**config.mk**
```make
export PLATFORM = sky130hd
export DESIGN_NAME = mem_load_ctrl
export DESIGN_NICKNAME = d
export VERILOG_FILES = /design/src/rtl/mem_load_ctrl_pkg.sv /design/src/rtl/mem_load_ctrl_align.sv /design/src/rtl/mem_load_ctrl.sv
export SDC_FILE = /design/constraint.sdc
export NUM_CORES = 1
export LEC_CHECK = 0
export CAP_MARGIN = 20
export CORE_MARGIN = 2
export CORE_UTILIZATION = 40
export CTS_CLUSTER_DIAMETER = 120
export DETAILED_ROUTE_END_ITERATION = 8
export PLACE_DENSITY = 0.79
export SYNTH_ARGS = -nofsm -noshare
export SYNTH_HDL_FRONTEND = slang
export SYNTH_SLANG_ARGS = --single-unit
```
**constraint.sdc**
```tcl
create_clock -name clk -period 5.9 [get_ports clk]
set_input_delay 1.475 -clock clk [delete_from_list [all_inputs] [get_ports clk]]
set_output_delay 1.475 -clock clk [all_outputs]
set_load 0.03 [all_outputs]
```
**src/rtl/mem_load_ctrl_pkg.sv**
```systemverilog
// Shared definitions for the M-stage load unit: load op codes, access size
// encodings, FSM state encoding and small op-decode helpers.
// Optional feature macro: LOAD_LWLR_EN (LWL/LWR become loads when defined).
package mem_load_ctrl_pkg;

    localparam logic [7:0] EXE_LB_OP  = 8'b1110_0000;
    localparam logic [7:0] EXE_LH_OP  = 8'b1110_0001;
    localparam logic [7:0] EXE_LWL_OP = 8'b1110_0010;
    localparam logic [7:0] EXE_LW_OP  = 8'b1110_0011;
    localparam logic [7:0] EXE_LBU_OP = 8'b1110_0100;
    localparam logic [7:0] EXE_LHU_OP = 8'b1110_0101;
    localparam logic [7:0] EXE_LWR_OP = 8'b1110_0110;

    localparam logic [1:0] SIZE_BYTE = 2'd0;
    localparam logic [1:0] SIZE_HALF = 2'd1;
    localparam logic [1:0] SIZE_WORD = 2'd2;

    typedef enum logic [1:0] {
        ST_IDLE = 2'd0,
        ST_REQ  = 2'd1,
        ST_WAIT = 2'd2,
        ST_DONE = 2'd3
    } state_t;

    // Unaligned-word merge ops: they always fetch the whole aligned word.
    function automatic logic is_lwlr(input logic [7:0] op);
        return (op == EXE_LWL_OP) || (op == EXE_LWR_OP);
    endfunction

    // Ops that start a memory read in this build.
    function automatic logic is_load(input logic [7:0] op);
        logic r;
        r = (op == EXE_LB_OP) || (op == EXE_LBU_OP) || (op == EXE_LH_OP) ||
            (op == EXE_LHU_OP) || (op == EXE_LW_OP);
`ifdef LOAD_LWLR_EN
        r = r || is_lwlr(op);
`endif
        return r;
    endfunction

    // Bus access size for an op; anything that is not a byte or half is a word.
    function automatic logic [1:0] load_size(input logic [7:0] op);
        logic [1:0] s;
        case (op)
            EXE_LB_OP, EXE_LBU_OP: s = SIZE_BYTE;
            EXE_LH_OP, EXE_LHU_OP: s = SIZE_HALF;
            default:               s = SIZE_WORD;
        endcase
        return s;
    endfunction

endpackage

```
**src/rtl/mem_load_ctrl_align.sv**
```systemverilog
// Combinational load result former: picks the addressed byte/halfword out of
// the read word and sign/zero extends it. With LOAD_LWLR_EN defined it also
// merges the read word with the old rt value for LWL/LWR.
module mem_load_ctrl_align
    import mem_load_ctrl_pkg::*;
(
    input  logic [7:0]  op,
    input  logic [1:0]  a,
    input  logic [31:0] rdata,
    input  logic [31:0] rt_old,
    output logic [31:0] result
);

    logic [7:0]  byte_v;
    logic [15:0] half_v;

`ifndef LOAD_LWLR_EN
    // rt_old only feeds the LWL/LWR merge, which is absent in this build.
    logic unused_rt_old;
    assign unused_rt_old = ^rt_old;
`endif

    // Lane select and extension by op.
    always_comb begin
        byte_v = 8'(rdata >> {a, 3'b000});
        half_v = 16'(rdata >> {a[1], 4'b0000});
        result = rdata;
        case (op)
            EXE_LB_OP:  result = {{24{byte_v[7]}}, byte_v};
            EXE_LBU_OP: result = {24'h0, byte_v};
            EXE_LH_OP:  result = {{16{half_v[15]}}, half_v};
            EXE_LHU_OP: result = {16'h0, half_v};
`ifdef LOAD_LWLR_EN
            // Low a+1 bytes of rdata go to the top; rt_old keeps the rest.
            EXE_LWL_OP: result = (rdata << {~a, 3'b000}) |
                                 (rt_old & (32'hFFFF_FFFF >> (6'({a, 3'b000}) + 6'd8)));
            // High 4-a bytes of rdata go to the bottom; rt_old keeps the top a bytes.
            EXE_LWR_OP: result = (rdata >> {a, 3'b000}) |
                                 (rt_old & ~(32'hFFFF_FFFF >> {a, 3'b000}));
`endif
            default:    result = rdata;
        endcase
    end

endmodule

```
**src/rtl/mem_load_ctrl.sv**
```systemverilog
// M-stage load unit. Issues one read over the req/addr_ok/data_ok handshake,
// stalls the pipeline until the data returns, and registers the aligned,
// extended result with a one-cycle ld_doneM pulse.
// Handshake: data_req stays high until the cycle data_addr_ok is seen; the
// read data is accepted in the first later cycle with data_data_ok high.
// A flushed access that was already accepted is drained (discarded) before
// the unit returns to IDLE, so requests never overlap.
// Optional feature macro: LOAD_LWLR_EN.
module mem_load_ctrl
    import mem_load_ctrl_pkg::*;
#(
    parameter int ADDR_W = 32,
    parameter int DATA_W = 32
) (
    input  logic              clk,
    input  logic              resetn,
    input  logic              ld_validM,
    input  logic [7:0]        alucontrolM,
    input  logic [ADDR_W-1:0] aluoutM,
    input  logic              adelM,
    input  logic              flushM,
    input  logic [31:0]       rt_oldM,
    output logic              data_req,
    output logic [ADDR_W-1:0] data_addr,
    output logic [1:0]        data_size,
    input  logic              data_addr_ok,
    input  logic              data_data_ok,
    input  logic [DATA_W-1:0] data_rdata,
    output logic              stall_reqM,
    output logic [31:0]       readdataM,
    output logic              ld_doneM
);

    state_t      state;
    logic [7:0]  op_q;
    logic [1:0]  a_q;
    logic [31:0] rt_q;
    logic        discard;
    logic        start;
    logic [31:0] align_res;

    assign start = ld_validM & is_load(alucontrolM) & ~adelM & ~flushM & (state == ST_IDLE);

    // Hold the pipeline from the start cycle until the access has completed or drained.
    assign stall_reqM = start | (state == ST_REQ) | (state == ST_WAIT);

    mem_load_ctrl_align u_align (
        .op     (op_q),
        .a      (a_q),
        .rdata  (data_rdata),
        .rt_old (rt_q),
        .result (align_res)
    );

    // Load FSM with registered bus request and result outputs.
    always_ff @(posedge clk or negedge resetn) begin
        if (!resetn) begin
            state     <= ST_IDLE;
            op_q      <= 8'h0;
            a_q       <= 2'b00;
            rt_q      <= 32'h0;
            discard   <= 1'b0;
            data_req  <= 1'b0;
            data_addr <= '0;
            data_size <= SIZE_BYTE;
            readdataM <= 32'h0;
            ld_doneM  <= 1'b0;
        end else begin
            case (state)
                ST_IDLE: begin
                    ld_doneM <= 1'b0;
                    if (start) begin
                        op_q     <= alucontrolM;
                        a_q      <= aluoutM[1:0];
                        rt_q     <= rt_oldM;
                        discard  <= 1'b0;
                        data_req <= 1'b1;
                        if (is_lwlr(alucontrolM)) begin
                            data_addr <= {aluoutM[ADDR_W-1:2], 2'b00};
                            data_size <= SIZE_WORD;
                        end else begin
                            data_addr <= aluoutM;
                            data_size <= load_size(alucontrolM);
                        end
                        state <= ST_REQ;
                    end
                end
                ST_REQ: begin
                    if (data_addr_ok) begin
                        // Accepted: the data must be drained even if flushed now.
                        data_req <= 1'b0;
                        discard  <= flushM;
                        state    <= ST_WAIT;
                    end else if (flushM) begin
                        data_req <= 1'b0;
                        state    <= ST_IDLE;
                    end
                end
                ST_WAIT: begin
                    if (data_data_ok) begin
                        discard <= 1'b0;
                        if (discard || flushM) begin
                            state <= ST_IDLE;
                        end else begin
                            readdataM <= align_res;
                            ld_doneM  <= 1'b1;
                            state     <= ST_DONE;
                        end
                    end else if (flushM) begin
                        discard <= 1'b1;
                    end
                end
                ST_DONE: begin
                    ld_doneM <= 1'b0;
                    state    <= ST_IDLE;
                end
                default: begin
                    state <= ST_IDLE;
                end
            endcase
        end
    end

endmodule
```
Yosys cells after proc, flatten, opt, wreduce, memory -nomap -nowiden
Cells that the tools add are included.
- bitwise operators: 9
- reductions and logical operators: 19
- shift operators: 2
- equal/unequal tests: 20
- multiplexer cells: 22
- operator list (operator ; count):
    $pmux 32 s4 ; 1
    $eq 8x8->1 const B ; 11
    $shr 32x5->16 ; 1
    $shr 32x5->8 ; 1
    $mux 2 ; 7
    $reduce_and 3->1 ; 4
    $mux 1 ; 9
    $ne 2x2->1 const B ; 4
    $pmux 2 s4 ; 1
    $logic_or 1x1->1 ; 6
    $ne 3x3->1 const B ; 2
    $reduce_or 2->1 ; 3
    $and 1x1->1 ; 4
    $eq 2x2->1 const B ; 2
    $pmux 1 s2 ; 2
    $pmux 2 s2 ; 1
    $reduce_and 4->1 ; 1
    $reduce_bool 2->1 ; 2
    $not 1->1 ; 3
    $pmux 1 s3 ; 1
    $reduce_bool 3->1 ; 1
    $eq 2x1->1 const B ; 1
    $logic_not 2->1 ; 1
    $or 1x1->1 ; 2
    $reduce_and 2->1 ; 1
- logic and storage cells: 81
- output and inout bits: 69
- bits in registers: 81
- input bits: 111

Longest topological paths before layout
Gate-level depths: netlist of run 1.
- depth in word-level cells: 11
- mapped depth: 7
- mapped depth without buffers: 6

Hierarchy
Synthesis of run 1 repeated with hierarchy kept, for this count alone.
- cells, all modules: 377
- area, all modules: 5393.9 µm²
- by module, submodules not included (module ; times used ; area each (µm²) ; cells each ; seq. area each (µm²)):
    mem_load_ctrl ; 1 ; 4698.3 ; 282 ; 2827.7
    mem_load_ctrl_align ; 1 ; 695.7 ; 95 ; 0.0

Worst setup path before layout of run 1
Ideal clock, no wire load.
- kind: input to output
- start: input port alucontrolM[2]
- end: output port stall_reqM
- data arrival time: 2.717 ns
- cell stages on the path: 5
- data required time: 4.425 ns
- path slack: 1.708 ns
- path buffers: 1
- cells stage by stage: nand2b_1 a2111oi_4 nand3_2 clkbuf_1 nand2_1
- longest elaborated chain between the ends: 11
- elaborated cells between the ends (all ways): 15
- those cells by class: 5 x eq/ne; 6 x bitwise; 4 x reduce/logical
- RTL lines (item ; RTL line ; RTL):
    start: declaration ; mem_load_ctrl.sv:18 ; input logic [7:0] alucontrolM,
    $eq 8x8->1 ; mem_load_ctrl_pkg.sv:33 ; r = (op == EXE_LB_OP) || (op == EXE_LBU_OP) || (op == EXE_LH_OP) ||
    $logic_or 1x1->1 (3 in a row) ; mem_load_ctrl_pkg.sv:33 ;
    $logic_or 1x1->1 (*) ; mem_load_ctrl_pkg.sv:34 ; (op == EXE_LHU_OP) || (op == EXE_LW_OP);
    $and 1x1->1 (*) (4 in a row) ; mem_load_ctrl.sv:42 ; assign start = ld_validM & is_load(alucontrolM) & ~adelM & ~flushM & (state == ST_IDLE);
    $or 1x1->1 (*) (2 in a row) ; mem_load_ctrl.sv:45 ; assign stall_reqM = start | (state == ST_REQ) | (state == ST_WAIT);
    end: declaration ; mem_load_ctrl.sv:29 ; output logic stall_reqM,
Mark *: on every way between the ends. The rest lies on a longest branch, timed or not.

Worst setup path after layout of run 1
- start: input port alucontrolM[0]
- end: output port stall_reqM
Same word-level chain as after synthesis.

==> results of run 1 <==
[synth_stat cells, types with 2 or more instances]
cell	number
sky130_fd_sc_hd__a22oi_1	3
sky130_fd_sc_hd__o21ai_0	8
sky130_fd_sc_hd__inv_1	11
sky130_fd_sc_hd__buf_1	2
sky130_fd_sc_hd__o211ai_1	2
sky130_fd_sc_hd__or3b_2	2
sky130_fd_sc_hd__clkbuf_1	11
sky130_fd_sc_hd__nor3_1	5
sky130_fd_sc_hd__nor3b_1	2
sky130_fd_sc_hd__buf_2	6
sky130_fd_sc_hd__nand3b_1	2
sky130_fd_sc_hd__dfrtp_1	81
sky130_fd_sc_hd__a31oi_1	8
sky130_fd_sc_hd__nor2_1	43
sky130_fd_sc_hd__mux4_2	4
sky130_fd_sc_hd__o22ai_1	8
sky130_fd_sc_hd__mux2_2	44
sky130_fd_sc_hd__nand2b_1	5
sky130_fd_sc_hd__a21oi_1	34
sky130_fd_sc_hd__a211o_1	2
sky130_fd_sc_hd__ha_1	4
sky130_fd_sc_hd__nor2b_1	4
sky130_fd_sc_hd__nand2_1	52
sky130_fd_sc_hd__and2_1	2
sky130_fd_sc_hd__nand4_1	3
[metal layers]
layer / track usage (%) / part of all wire [%] / vias to the layer above
li1: - / - / 1539
met1: 24.7 / 42 / 1628
met2: 30.6 / 49 / 125
met3: 6.35 / 7.4 / 18
met4: 6.96 / 2.2 / 0
met5: 0 / 0 / -
[power by group]
part           total (mW)  internal (mW)  switching (mW)
clock network       0.432          0.236           0.196
registers           0.787          0.700          0.0875
logic               0.927          0.417           0.509
[worst paths after layout]
kind | to | startpoint | depth (start not counted) | slack (ps)
worst max-delay path | stall_reqM | alucontrolM[0] | 6 | 1020
max in group asynchronous | data_addr[23] | resetn | 2 | 4200
worst max register to register | readdataM[24] | a_q[1] | 5 | 3140
worst min-delay path | op_q[5] | op_q[5] | 1 | 470
worst min register to register | op_q[5] | op_q[5] | 1 | 470
min in group asynchronous | readdataM[9] | resetn | 1 | 1090
[critical path: stages]
cell and delay, ps:
sky130_fd_sc_hd__clkdlybuf4s50_1 530, sky130_fd_sc_hd__nand2b_1 120, sky130_fd_sc_hd__a2111oi_4 420, sky130_fd_sc_hd__nand3_2 120
sky130_fd_sc_hd__nand2_1 80, sky130_fd_sc_hd__clkdlybuf4s50_1 660
[cell type report]
cell class	instances	share of cell area [%]
flip-flops and latches	81	36.1
multi-input cells	249	29.2
repair buffers	152	27.4
well taps	129	2.87
clock buffers	10	2.27
clock inverters	5	1.45
inverters	11	0.735
[registers in the layout, summed over array words and instances, names as in the netlist]
name / count
a_q: 2
data_addr: 32
data_req: 1
data_size: 2
discard: 1
ld_doneM: 1
op_q: 8
readdataM: 32
state: 2
[metrics by stage]
stage | power (mW) | util [%] | hold WS (ps) | instances | instance area [µm²]
final | 2.15 | 60.8 | 471 | 637 | 5620
after detailed placement | 1.72 | 57.9 | 457 | 619 | 5350
after floorplan | 1.31 | - | 426 | 361 | 3790
after CTS | 2.16 | 60.2 | 476 | 634 | 5560
after global placement | 1.70 | 57.9 | 442 | 619 | 5350
after global routing | 2.27 | 60.8 | 506 | 637 | 5620
[cells by family after synthesis]
| kind of cell | Yosys count | share of synthesized area, % |
|---|---|---|
| flip-flops | 81 | 53.4 |
| AND/OR/NAND/NOR | 125 | 14.6 |
| buffers and inverters | 31 | 3.36 |
| AO/OA/AOI/OAI | 71 | 11.6 |
| adder cells (fa/ha/maj) | 4 | 1.32 |
| multiplexers | 49 | 15.7 |
==> out/qor_table.md, run 1 <==
| Quantity | Value |
|:---|:---|
| Sequential share of the synthesized area | 53.4% |
| Wire length after detailed routing | 9860 µm |
| Number of antenna violations at the first check in global routing | 0 |
| Hold WC Path Type | register to register |
| Async set or reset register ratio after synthesis | 100% |
| Synth area leaders | sky130_fd_sc_hd__dfrtp_1, sky130_fd_sc_hd__mux2_2, sky130_fd_sc_hd__nand2_1 |
| Die area | 10300 µm² |
| Post-synthesis cell area | 3790 µm² |
| Library cell used as clock root buffer | sky130_fd_sc_hd__clkbuf_8 |
| Width of the chip | 101 µm |
| Pin slew with the least headroom to its limit | 1050 ps |
| Result of the run | finished clean |
| Remaining max-slew budget at the tightest pin | 29.6% |
| Fill cell count | 775 |
| Vertical die dimension | 101 µm |
| Shortest clock period the worst path allows after layout | 4880 ps |
| Footprint of the multi-input gates | 1640 µm² |
| Element type at the critical path end | output port |
| Post-route DRC violation count | 0 |
| Global Route Usage Sum | 19.2% |
| Largest net degree at the start of global routing | 82 |
| Final-report max-slew violation count | 0 |
| Routed wire per std cell | 15.5 µm |
| Antenna Cells | 0 |
| Post-synth top flop | sky130_fd_sc_hd__dfrtp_1 |
| Aggregate global routing overflow | 0 |
| Kind of launch point of the worst setup path | input port |
| Clk Latency, worst-skew pair | 340 ps |
| Per-cell via count in the routed design | 5.20 |
| Most common cell after layout, fill and taps aside | sky130_fd_sc_hd__clkdlybuf4s50_1 |
| Post-synthesis area per instance | 10.5 µm² |
| Pre-CTS setup slack | 1020 ps |
| Register area | 2030 µm² |
| Total vias in the final route | 3310 |
| Yosys warnings | 0 |
| Crit-path max FO | 3 |
| TritonCTS clock tree | yes |
| Number of search-and-repair iterations in the first detailed-routing pass | 5 |
| Hold bufs inserted after CTS | 0 |
| Synthesized netlist cell count | 361 |
| Post-CTS sizing | 0 |
| Count of flip-flops with a built-in enable after synthesis | 0 |
| Final setup violation count | 0 |
| Setup CP Type | input port to output port |
| Number of clock buffers inserted by TritonCTS | 9 |
| Fraction of post-synthesis cell area in the top cell type by area | 53.4% |
| Post-CTS Setup Repair Bufs | 0 |
| H-tree Lvls | 3 |
| IO Port Bufs | 147 |
| Half-perimeter wire length of the detailed placement result | 6890 µm |
| Share of the clock period used by the worst path | 82.6% |
| Setup repair after global routing missed its margin | false |
| Nets in the synthesized netlist | 476 |
| Synthesis-stage register bit count | 81 |
| Core area | 9240 µm² |
| Routability cong. | 0.899 |
| Static leakage | 2.50 nW |
| Share of final-layout standard cells stronger than drive strength 1 | 14.4% |
| VDD IR-drop max | 0.177 mV |
| Total number of nets in the final design | 619 |
| First-pass GRT wire length | 15400 µm |
| Max_cap viols | 0 |
| Yosys cell types | 38 |
| Power density over cell area | 382 nW/µm² |
| Area added between synthesis and finish | 48.0% |
| Number of DRC violations after detailed-routing iteration 0 | 152 |
| Initial Util | 41.1% |
| Row count | 35 |
| Critical path required time | 4430 ps |
| Top-level port count | 180 |
| Data arrival, critical path | 3400 ps |
| Final setup slack of the worst path | 1020 ps |
| Worst clock skew | 8.61 ps |
| Aggregate negative setup slack | 0 ps |
| Post-route ant nets | 0 |
| Sink Count | 81 |
| Clock buffer depth | 2 |
| Via count of the first global-routing pass | 3228 |
| Maximum achievable frequency | 205 MHz |
| Commonest cells after routing, fill and taps aside | sky130_fd_sc_hd__clkdlybuf4s50_1, sky130_fd_sc_hd__dfrtp_1, sky130_fd_sc_hd__nand2_1, sky130_fd_sc_hd__mux2_2, sky130_fd_sc_hd__nor2_1 |
| Hold violation count in the final report | 0 |
| Post-CTS clock slew at the launch and capture registers of the worst setup and hold paths | 70 ps |
| Library cell with the largest summed area after synthesis | sky130_fd_sc_hd__dfrtp_1 |
No activity file was read; power rests on OpenSTA's default activity.
==> run 2, diff against run 1 <==
- CORE_UTILIZATION: 40 -> 37
- PLACE_DENSITY: 0.79 -> 0.77
- clock period: 5.9 -> 4.25 ns (I/O delays scaled with it)
==> run 2 against run 1 <==
Compared with the run above:
- wire length is 5.8% higher
- power up 41%
- via count fell by 1.0%
- non-clock buffer count grew 2
- worst hold slack got worse by 1.5 ps
- global-route usage rose by 0.45 points
- die area increased by 7.8%
- worst setup slack worse by 390 ps
- sequential cell count is the same
- critical path type unchanged
- largest power group unchanged
==> out/qor_table.md, run 2 (synthesis results as in run 1) <==
| Quantity | Value | Change |
|:---|:---|:---|
| Result of the run | finished clean | unchanged |
| Share of final-layout standard cells stronger than drive strength 1 | 15.1% | was 14.4% |
| Crit-path max FO | 3 | unchanged |
| Row count | 36 | was 35 |
| Most common cell after layout, fill and taps aside | sky130_fd_sc_hd__clkdlybuf4s50_1 | unchanged |
| Routability cong. | 0.803 | was 0.899 |
| Reported net switching power | 1.11 mW | was 0.793 mW |
| Aggregate global routing overflow | 0 | unchanged |
| IO Port Bufs | 147 | unchanged |
| Share of the clock period used by the worst path | 85.1% |  |
| Pre-CTS setup slack | 600 ps | was 1020 ps |
| Half-perimeter wire length of the detailed placement result | 7470 µm | was 6890 µm |
| Total number of nets in the final design | 621 | was 619 |
| Commonest cells after routing, fill and taps aside | sky130_fd_sc_hd__clkdlybuf4s50_1, sky130_fd_sc_hd__dfrtp_1, sky130_fd_sc_hd__nand2_1, sky130_fd_sc_hd__mux2_2, sky130_fd_sc_hd__nor2_1 | unchanged |
| Setup CP Type | input port to output port | unchanged |
| Power density over cell area | 535 nW/µm² | was 382 nW/µm² |
| Number of DRC violations after detailed-routing iteration 0 | 148 | was 152 |
| Global Route Usage Sum | 19.7% | was 19.2% |
| Hold violation count in the final report | 0 | unchanged |
| Post-CTS clock slew at the launch and capture registers of the worst setup and hold paths | 80 ps | was 70 ps |
| TritonCTS clock tree | yes | unchanged |
| Final-report max-slew violation count | 0 | unchanged |
| Post-CTS sizing | 0 | unchanged |
| Data arrival, critical path | 2550 ps | was 3400 ps |
| Post-route DRC violation count | 0 | unchanged |
| Hold bufs inserted after CTS | 0 | unchanged |
| Library cell used as clock root buffer | sky130_fd_sc_hd__clkbuf_8 | unchanged |
| Worst path buffer plus inverter count | 2 | unchanged |
| Footprint of the multi-input gates | 1640 µm² | unchanged |
| End of the worst hold path | op_q[5] | unchanged |
| Internal power | 1.91 mW | was 1.35 mW |
| Pin slew with the least headroom to its limit | 1110 ps | was 1050 ps |
| First-pass GRT wire length | 17400 µm | was 15400 µm |
| Top-level port count | 180 | unchanged |
| Maximum achievable frequency | 276 MHz |  |
| Element type at the critical path end | output port | unchanged |
| Hold depth | 1 | unchanged |
| Post-CTS Setup Repair Bufs | 0 | unchanged |
| R2R Setup Slk | 1780 ps | was 3140 ps |
| Largest net degree at the start of global routing | 82 | unchanged |
| Count of cells along the worst register-to-register path | 6 | was 5 |
| Final setup slack of the worst path | 633 ps | was 1020 ps |
| Cell type of the slowest stage on the worst timing path | sky130_fd_sc_hd__clkdlybuf4s50_1 | unchanged |
| Post-route ant nets | 0 | unchanged |
| Die area | 11100 µm² | was 10300 µm² |
| Clk Latency, worst-skew pair | 340 ps | about the same |
| Area added between synthesis and finish | 48.7% | was 48.0% |
| Critical path required time | 3190 ps | was 4430 ps |
| Remaining max-slew budget at the tightest pin | 25.9% | was 29.6% |
| Per-cell via count in the routed design | 5.09 | was 5.20 |
| Core area | 9860 µm² | was 9240 µm² |
| Routed wire per std cell | 16.2 µm | was 15.5 µm |
| Largest stage delay, worst path | 560 ps | was 660 ps |
| Clock buffer depth | 2 | unchanged |
| Reg-to-Reg Start | a_q[1] | unchanged |
| List of cells traversed by the critical path | clkdlybuf4s50_1 > nand2b_1 > a2111oi_4 > nand3_2 > nand2_1 > buf_4 | was clkdlybuf4s50_1 > nand2b_1 > a2111oi_4 > nand3_2 > nand2_1 > clkdlybuf4s50_1 |
| VDD IR-drop max | 0.259 mV | was 0.177 mV |
| Width of the chip | 105 µm | was 101 µm |
| Sw Share | 36.7% | was 36.9% |
| Relative contribution of the clock network to total power | 21.4% | was 20.1% |
| Setup repair after global routing missed its margin | false | unchanged |
| Kind of launch point of the worst setup path | input port | unchanged |
| Number of search-and-repair iterations in the first detailed-routing pass | 4 | was 5 |
| Sequential share of power | 36.2% | was 36.7% |
| Worst hold path startpoint | op_q[5] | unchanged |
| Worst clock skew | 11.0 ps | was 8.61 ps |
| Overall power | 3.02 mW | was 2.15 mW |
| Register area | 2030 µm² | unchanged |
| Aggregate negative setup slack | 0 ps | unchanged |
| Initial Util | 38.5% | was 41.1% |
| Antenna Cells | 0 | unchanged |
| Sink Count | 81 | unchanged |
| CP top delay family | buffers and inverters | unchanged |
| Wire length after detailed routing | 10400 µm | was 9860 µm |
| Via count of the first global-routing pass | 3512 | was 3228 |
| Number of antenna violations at the first check in global routing | 0 | unchanged |
| Static leakage | 2.52 nW | was 2.50 nW |
| Instance count on the critical path | 6 | unchanged |
| Total vias in the final route | 3276 | was 3310 |
| Hold WC Path Type | register to register | unchanged |
| H-tree Lvls | 3 | unchanged |
| Number of clock buffers inserted by TritonCTS | 9 | unchanged |
| Top flop regs | data_addr x32, readdataM x32, op_q x8 | unchanged |
| Shortest clock period the worst path allows after layout | 3620 ps |  |
| Vertical die dimension | 105 µm | was 101 µm |
| Final setup violation count | 0 | unchanged |
| Proportion of power drawn by combinational gates | 42.4% | was 43.2% |
| Max_cap viols | 0 | unchanged |
| Endpoint of the worst register-to-register path | readdataM[28] | was readdataM[24] |
| Fill cell count | 827 | was 775 |
| Worst setup path start | alucontrolM[0] | unchanged |
-- run 2: cell count changes in the layout (fill, tap and decap cells not counted) --
cell,delta
sky130_fd_sc_hd__buf_16,+1
sky130_fd_sc_hd__clkbuf_16,-1
sky130_fd_sc_hd__buf_12,-1
sky130_fd_sc_hd__buf_4,+4
sky130_fd_sc_hd__clkdlybuf4s50_1,-1
sky130_fd_sc_hd__clkinv_4,-1
sky130_fd_sc_hd__clkinv_2,-1
sky130_fd_sc_hd__clkbuf_8,+2
sky130_fd_sc_hd__clkinvlp_4,+1
-- run 2: final cells by class --
type / count / area share, %
inverters: 11 / 0.732
multi-input cells: 249 / 29.1
flip-flops and latches: 81 / 35.9
well taps: 133 / 2.95
clock inverters: 4 / 1.33
clock buffers: 12 / 2.75
repair buffers: 154 / 27.3
-- run 2: metrics by stage --
step | hold slack, ps | utilization [%] | cells | instance area, µm²
2_1_floorplan | 426 | - | 361 | 3790
3_3_place_gp | 444 | 54.5 | 626 | 5380
3_5_place_dp | 454 | 54.6 | 627 | 5390
4_1_cts | 476 | 56.9 | 643 | 5620
5_1_grt | 507 | 57.2 | 644 | 5640
6_report | 469 | 57.2 | 644 | 5640
-- run 2: worst max path at each step --
stage	endpoint	slack [ps]
floorplan	stall_reqM	880
global placement	stall_reqM	610
detailed placement	stall_reqM	600
CTS	stall_reqM	600
global route	stall_reqM	540
finish	stall_reqM	630
-- run 2: per-layer routing --
metal	share of wire, %	global-route usage, %
met1	43	24.0
met2	48	33.3
met3	8.6	6.74
met4	0.83	5.33
met5	0	0
-- run 2: power by group through the flow --
stage | combinational [mW] | sequential, mW | clock, mW
after floorplan | 0.362 | 1.45 | 0
after global placement | 1.26 | 1.10 | 0
after detailed placement | 1.29 | 1.11 | 0
after CTS | 1.29 | 1.10 | 0.661
after global routing | 1.37 | 1.12 | 0.702
final | 1.28 | 1.09 | 0.645
